**config.mk**
```make
export PLATFORM = sky130hd
export DESIGN_NAME = led7_scroll_mux
export DESIGN_NICKNAME = d
export VERILOG_FILES = /design/src/rtl/led7_pkg.sv /design/src/rtl/led7_prescaler.sv /design/src/rtl/led7_scroll_mux.sv
export SDC_FILE = /design/constraint.sdc
export NUM_CORES = 1
export LEC_CHECK = 0
export ABC_AREA = 1
export CAP_MARGIN = 20
export CORE_MARGIN = 2
export CORE_UTILIZATION = 48
export DETAILED_ROUTE_END_ITERATION = 8
export GPL_TIMING_DRIVEN = 1
export PLACE_DENSITY = 0.77
export RECOVER_POWER = 50
export SLEW_MARGIN = 20
export SYNTH_ARGS = -nofsm -noshare
export SYNTH_HDL_FRONTEND = slang
export SYNTH_SLANG_ARGS = --single-unit
```
**constraint.sdc**
```tcl
create_clock -name CLOCK_50 -period 1.87 [get_ports CLOCK_50]
set_input_delay 0.374 -clock CLOCK_50 [delete_from_list [all_inputs] [get_ports CLOCK_50]]
set_output_delay 0.374 -clock CLOCK_50 [all_outputs]
set_load 0.03 [all_outputs]
```
**src/rtl/led7_pkg.sv**
```systemverilog
// Shared segment codes and character decoder for the scrolling 7-seg mux.
// Segment patterns are active-low; bit 7 is the decimal point.
package led7_pkg;

  localparam int unsigned CHR_W = 3;

  localparam logic [7:0] SEG_H     = 8'h89;
  localparam logic [7:0] SEG_E     = 8'h86;
  localparam logic [7:0] SEG_L     = 8'hC7;
  localparam logic [7:0] SEG_O     = 8'hC0;
  localparam logic [7:0] SEG_BLANK = 8'hFF;

  function automatic logic [7:0] seg_dec(input logic [CHR_W-1:0] code);
    case (code)
      3'd0:    return SEG_H;
      3'd1:    return SEG_E;
      3'd2:    return SEG_L;
      3'd3:    return SEG_L;
      3'd4:    return SEG_O;
      default: return SEG_BLANK;
    endcase
  endfunction

endpackage

```
**src/rtl/led7_prescaler.sv**
```systemverilog
// Scroll-step prescaler: counts 0..DIV-1 and wraps, with clear and hold.
// Clear wins over hold; tick is asserted only in the cycle the count wraps.
module led7_prescaler #(
  parameter int unsigned DIV = 4
) (
  input  logic clk_i,
  input  logic rst_ni,
  input  logic clr_i,
  input  logic hold_i,
  output logic tick_o
);

  localparam int unsigned   CntW   = (DIV > 1) ? $clog2(DIV) : 1;
  localparam logic [CntW-1:0] CntMax = CntW'(DIV - 1);

  logic [CntW-1:0] cnt_q, cnt_d;

  always_comb begin
    cnt_d  = cnt_q;
    tick_o = 1'b0;
    if (clr_i) begin
      cnt_d = '0;
    end else if (!hold_i) begin
      if (cnt_q == CntMax) begin
        cnt_d  = '0;
        tick_o = 1'b1;
      end else begin
        cnt_d = cnt_q + 1'b1;
      end
    end
  end

  always_ff @(posedge clk_i) begin
    if (!rst_ni) begin
      cnt_q <= '0;
    end else begin
      cnt_q <= cnt_d;
    end
  end

endmodule

```
**src/rtl/led7_scroll_mux.sv**
```systemverilog
// N-channel character mux for NDIG active-low 7-seg digits: manual select
// on digit 0, or auto-scroll of all channels right-to-left on a prescaled tick.
module led7_scroll_mux
  import led7_pkg::*;
#(
  parameter int unsigned NCH  = 8,
  parameter int unsigned NDIG = 4,
  parameter int unsigned DIV  = 50_000_000,
  localparam int unsigned SW_W = $clog2(NCH)
) (
  input  logic                   CLOCK_50,
  input  logic                   RST_N,
  input  logic                   MODE,
  input  logic                   PAUSE,
  input  logic [SW_W-1:0]        SEL,
  input  logic [NCH*CHR_W-1:0]   DATA,
  output logic [NDIG*8-1:0]      HEX,
  output logic [SW_W-1:0]        CUR_IDX,
  output logic                   TICK
);

  logic                mode_q, mode_d;
  logic [SW_W-1:0]     idx_q, idx_d;
  logic [NDIG*8-1:0]   hex_q, hex_d;
  logic                tick_q, tick_d;
  logic                mode_chg;
  logic                presc_tick;
  logic [SW_W-1:0]     idx_nxt;
  logic [7:0]          sel_seg;
  logic [7:0]          nxt_seg;

  assign mode_chg = (MODE != mode_q);

  // Prescaler only runs in a settled auto mode.
  led7_prescaler #(
    .DIV (DIV)
  ) u_presc (
    .clk_i  (CLOCK_50),
    .rst_ni (RST_N),
    .clr_i  (mode_chg | ~mode_q),
    .hold_i (PAUSE),
    .tick_o (presc_tick)
  );

  assign idx_nxt = (idx_q == SW_W'(NCH - 1)) ? '0 : idx_q + 1'b1;

  // Out-of-range selects fall through to blank.
  always_comb begin
    sel_seg = SEG_BLANK;
    nxt_seg = SEG_BLANK;
    for (int k = 0; k < int'(NCH); k++) begin
      if (SEL == SW_W'(k)) begin
        sel_seg = seg_dec(DATA[k*CHR_W +: CHR_W]);
      end
      if (idx_nxt == SW_W'(k)) begin
        nxt_seg = seg_dec(DATA[k*CHR_W +: CHR_W]);
      end
    end
  end

  always_comb begin
    mode_d = mode_q;
    idx_d  = idx_q;
    hex_d  = hex_q;
    tick_d = 1'b0;
    if (mode_chg) begin
      mode_d = MODE;
      idx_d  = '0;
      hex_d  = {NDIG{SEG_BLANK}};
    end else if (!mode_q) begin
      idx_d      = SEL;
      hex_d      = {NDIG{SEG_BLANK}};
      hex_d[7:0] = sel_seg;
    end else if (presc_tick) begin
      idx_d  = idx_nxt;
      tick_d = 1'b1;
      for (int d = int'(NDIG) - 1; d >= 1; d--) begin
        hex_d[d*8 +: 8] = hex_q[(d-1)*8 +: 8];
      end
      hex_d[7:0] = nxt_seg;
    end
  end

  always_ff @(posedge CLOCK_50) begin
    if (!RST_N) begin
      mode_q <= 1'b0;
      idx_q  <= '0;
      hex_q  <= {NDIG{SEG_BLANK}};
      tick_q <= 1'b0;
    end else begin
      mode_q <= mode_d;
      idx_q  <= idx_d;
      hex_q  <= hex_d;
      tick_q <= tick_d;
    end
  end

  assign HEX     = hex_q;
  assign CUR_IDX = idx_q;
  assign TICK    = tick_q;

endmodule

```
# After elaboration in Yosys (flattened, before gate mapping)
# Index checks and enable logic that the tools add are counted.
dict set report totals {
  reg_bits 63
  latchBits 0
  mem_bits_rw 0
  rom_bits 0
  output_inout_bits 36
  word_cells 116
  mem_count 0
}
dict set report classes {
  addsub 2
  multipliers 0
  div_mod_pow 0
  order_cmp 0
  n_eq_ne 50
  shifts 0
  n_mux 34
  bitwise_logic 3
  n_reduce_logical 21
}
# cell count
set ops {}
lappend ops {{one-hot mux 7 bit (4 select lines)} 8}
lappend ops {{two-way mux 8 bit} 17}
lappend ops {{equality test 3 x 2 -> 1 bit, second input constant} 20}
lappend ops {{equality test 3 bit, second input constant} 17}
lappend ops {{equality test 3 x 1 -> 1 bit, second input constant} 10}
lappend ops {{logical NOT 3 bit} 10}
lappend ops {{adder 26 x 1 -> 26 bit, second input constant} 1}
lappend ops {{equality test 26 bit, second input constant} 1}
lappend ops {{two-way mux 26 bit} 1}
lappend ops {{OR reduction 2 bit} 10}
lappend ops {{two-way mux 3 bit} 3}
lappend ops {{two-way mux 7 bit} 1}
lappend ops {{two-way mux 1 bit} 4}
lappend ops {{adder 3 x 1 -> 3 bit, second input constant} 1}
lappend ops {{OR reduction 3 bit} 1}
lappend ops {{inequality test 2 x 1 -> 1 bit, second input constant} 1}
lappend ops {{NOT 1 bit} 2}
lappend ops {{inequality test 1 bit} 1}
lappend ops {{OR 1 bit} 1}

# Longest topological paths before layout
dict set report logic_depth {
  word_depth 13
  depth_mapped 17
  ltp_nobuf 17
}

# Hierarchy
# A second synthesis with hierarchy kept.
dict set report hier_totals {
  cells_unflattened 632
  hier_area_um2 3731.1
}
# mod n_inst cells_per_inst area_per_inst_um2
set by_module_without_submodules {}
lappend by_module_without_submodules {led7_scroll_mux 1 399 2203.4}
lappend by_module_without_submodules {led7_prescaler 1 233 1527.7}

# Least setup slack after synthesis
# Ideal clock, no wire load.
dict set report synth_path {
  path_type {reg-to-reg}
  startpoint {register idx_q[0], in the netlist CUR_IDX[0]}
  endpoint {register hex_q[2], in the netlist HEX[2]}
  setup_ps 112
  t_arrival_ps 1983
  path_slack_ps -225
  stages_incl_launch_ff 18
  n_path_buf 1
  synth_period_minus_slack_ps 2095
  cell_sequence {dfxtp_1 ha_1 ha_1 buf_2 nor2_1 nand2_1 nand2_1 nand2_1 nand2_1 nand2_1 nand2_1 nand2_1 nand2_1 nand2_1 nand2_1 nand2_1 nand2_1 nand2_1}
}
dict set report synth_via {
  elab_chain_cells 13
  elab_cells_between_ends 21
}
# item line
set synth_lines {}
lappend synth_lines {{start: declaration} led7_scroll_mux.sv:23} ;# logic [SW_W-1:0] idx_q, idx_d;
lappend synth_lines {{start signal: assignment} led7_scroll_mux.sv:92} ;# idx_q <= idx_d;
lappend synth_lines {{adder 3 x 1 -> 3 bit or equality test 3 bit (tied branches)} led7_scroll_mux.sv:45} ;# assign idx_nxt = (idx_q == SW_W'(NCH - 1)) ? '0 : idx_q + 1'b1;
lappend synth_lines {{two-way mux 3 bit (*)} led7_scroll_mux.sv:45}
lappend synth_lines {{logical NOT 3 bit} led7_scroll_mux.sv:55} ;# if (idx_nxt == SW_W'(k)) begin
lappend synth_lines {{two-way mux 8 bit (7 in a row)} led7_scroll_mux.sv:55}
lappend synth_lines {{two-way mux 8 bit (*)} led7_scroll_mux.sv:55}
lappend synth_lines {{two-way mux 8 bit (*)} led7_scroll_mux.sv:74} ;# end else if (presc_tick) begin
lappend synth_lines {{two-way mux 8 bit (*)} led7_scroll_mux.sv:70} ;# end else if (!mode_q) begin
lappend synth_lines {{end signal: assignment} led7_scroll_mux.sv:88} ;# hex_q <= {NDIG{SEG_BLANK}};
lappend synth_lines {{end: declaration} led7_scroll_mux.sv:24} ;# logic [NDIG*8-1:0] hex_q, hex_d;
# Every way passes the cells marked *; elsewhere a longest branch is shown, timed or not. The select of a mux whose other input is x is not followed.
# A chain may end at the register's enable or synchronous reset.

# Worst setup path in the final report
dict set report layout_path {
  startpoint {register idx_q[1], in the netlist CUR_IDX[1]}
  endpoint {register hex_q[6], in the netlist HEX[6]}
}
# The elaborated chain is that of the path after synthesis.

==> results.ini <==
[worst_setup_path]
cp-end-kind = flip-flop
path_class = flip-flop to flip-flop
start_kind = flip-flop
arrival_ns = 2.18
required_ns = 2.05
critPathMaxFanout = 8

[finish]
drive_gt1_share_pct = 18.2
nets = 740
final_util_pct = 69.5
instances_no_fill = 801
antennaDiodeCount = 0
fin_area_um2 = 5010
area_delta_synth_final_pct = 40.1

[logic_synthesis]
synth_top_area_cell = dfxtp_1
netlist-cell-type-count = 42
synthCells = 578
syn_area_um2 = 3580
synth.most_common_cell = nand2_1
synthTopCellsByArea = dfxtp_1 (29%), nand2_1 (14%), inv_1 (8.4%), a21oi_1 (8.0%), nor2_1 (6.5%)
yosys_most_used_dff = dfxtp_1
synth-seq-area-share_pct = 28.6
synth_area_per_cell_um2 = 6.19
synth-edff-count = 0
synth_common_cells = nand2_1 (138), inv_1 (80), nor2_1 (62), a21oi_1 (57), dfxtp_1 (51)
yosys.area.top_type_share_pct = 28.6
synth_seq_cells = 51
synth-async-reset-ratio_pct = 0
yosys_warnings = 0

[floorplan]
core_area_um2 = 7210
die-width_um = 90.3
die_area_um2 = 8160
io_pins = 67
rows = 31
die_y_um = 90.3
start_util_pct = 49.6

[placement]
place_ws_ns = -0.254
place_congestion = 0.955
place_hpwl_mm = 7.70
port_buffers = 62
post_dp_cell_area_um2 = 4700
dp.cells = 784

[drt]
vias_per_cell = 5.18
vias = 4151
m1WireLength_mm = 4.35
routedWlPerCell_um = 13.0
wl_mm = 10.4
top_layer = met4
postRouteAntennaNets = 0
wl_met2_mm = 5.26
routed-wl-met3_um = 659
firstDrtPassIters = 5
drcViolationCount = 0
drt_iter0_drc = 255

[grt]
grt_max_degree = 17
antenna_found_initial = 0
grt_use_total_pct = 24.4
grt_overflow = 0
grt_pass1_vias = 3841
grt_pass1_wl_mm = 16.8

[sta]
skew_ns = 0.00948
rsz0062_at_grt = true
fin_crit_sh_pct = 107
holdWs_ns = 0.421
setup_slack_ns = -0.123
setup_violations = 4
hold_violations = 0
fmaxAchievable_mhz = 502
slew_viol_final = 0
setup-tns-final_ns = -0.173
period_needed_ns = 1.99

[cts]
htreeDepth = 2
cts_buffers = 5
root_buffer = clkbuf_8
clock_path_buffers = 2
cts.sinks = 51
tritoncts = yes
clkTransAtPathRegs_ns = 0.09
clock_latency_ns = 0.31

[power]
p_total_mw = 2.75
p_leak_nw = 2.29
p_int_mw = 1.94
sw_frac_of_total_pct = 29.5
pwr-share-clk_pct = 33.4
power.density_nw_per_um2 = 549
irDropWorstVdd_mv = 0.345
seqPwrFrac_pct = 40.8
p_comb_share_pct = 25.9
power.switching_uw = 813

[flow_run]
drv_cap = 0

[status]
outcome = finished with violations
failed_checks = negative setup slack

[worst_hold_path]
hp-class = input pin to flip-flop

## power groups by stage
stage                     combinational [mW]  sequential (mW)  clock (mW)
after detailed placement               0.667             1.15           0
after CTS                              0.673             1.12       0.923
after global routing                   0.778             1.12       0.971
after global placement                 0.655             1.15           0
after floorplan                        0.351             1.18           0
final                                  0.713             1.12       0.918
## critical path, cell delays in order (launching register included)
cell and delay, ns:
dfxtp_4 0.37, ha_4 0.16, ha_4 0.26, inv_4 0.08, nand2_2 0.06, nor2_4 0.14, buf_4 0.12, nand2_1 0.04
nand2_1 0.07, nand2_1 0.08, nand3_2 0.07, a21oi_2 0.06, o21ai_1 0.21, nand3b_1 0.13
## sequential cells by signal, indices dropped and copies added (netlist names)
name,cells
HEX,20
TICK,1
CUR_IDX,3
mode_q,1
u_presc.cnt_q,26
## cell usage in the layout, fill, tap and decap left out, types with 3 or more instances in the layout
cell type	n
inv_2	6
nand3b_1	3
dfxtp_1	47
nor3_1	10
nand4_1	7
o21ai_1	24
o21ai_0	27
inv_4	3
inv_1	77
clkdlybuf4s50_1	50
nor3_2	4
nand2_2	7
buf_4	60
nor3b_1	4
nand2_1	137
nand3_1	35
ha_1	4
nor2_2	3
nand3_2	4
conb_1	4
clkbuf_8	6
ha_4	3
dlygate4sd3_1	8
a21oi_2	4
clkbuf_1	3
nor2_1	62
a21oi_1	53
dfxtp_4	3
nor2_4	6
## area by class of cell
class | instances | area (µm²)
flip-flops and latches | 51 | 1030
inverters | 87 | 332
well taps | 99 | 124
multi-input cells | 425 | 2210
repair buffers | 131 | 1180
fillers | 637 | 2200
clock inverters | 3 | 66.3
clock buffers | 5 | 68.8
## path summary, 6_finish.rpt
kind	startpoint	end	slack (ns)	depth (start not counted)
worst max-delay path	CUR_IDX[1]	HEX[6]	-0.12	13
worst min register to register	HEX[11]	HEX[19]	0.48	2
worst min-delay path	PAUSE	u_presc.cnt_q[0]	0.42	4
worst max register to register	CUR_IDX[1]	HEX[6]	-0.12	13
## layer usage
layer / global-route usage [%] / vias to the layer above
li1: - / 2109
met2: 44.0 / 155
met4: 4.36 / 0
met3: 4.59 / 17
met1: 30.5 / 1870
met5: 0 / -
## cell families (layout without fill, tap and decap cells)
group,after synthesis,after routing,share of synthesized area (%)
AND/OR/NAND/NOR,292,293,37.8
AO/OA/AOI/OAI,117,117,17.0
buffers and inverters,106,226,13.0
flip-flops,51,51,28.6
adder cells (fa/ha/maj),8,8,2.80
XOR/XNOR,3,3,0.735
other,1,4,0.105
## timing repair
item	CTS	global route
setup buffers	0	6
hold buffers	0	0
gates cloned	0	3
gates resized for setup	5	32
pin swaps	1	14
setup endpoints to repair	5	29
Note: power is estimated with default switching activity, not from simulation.
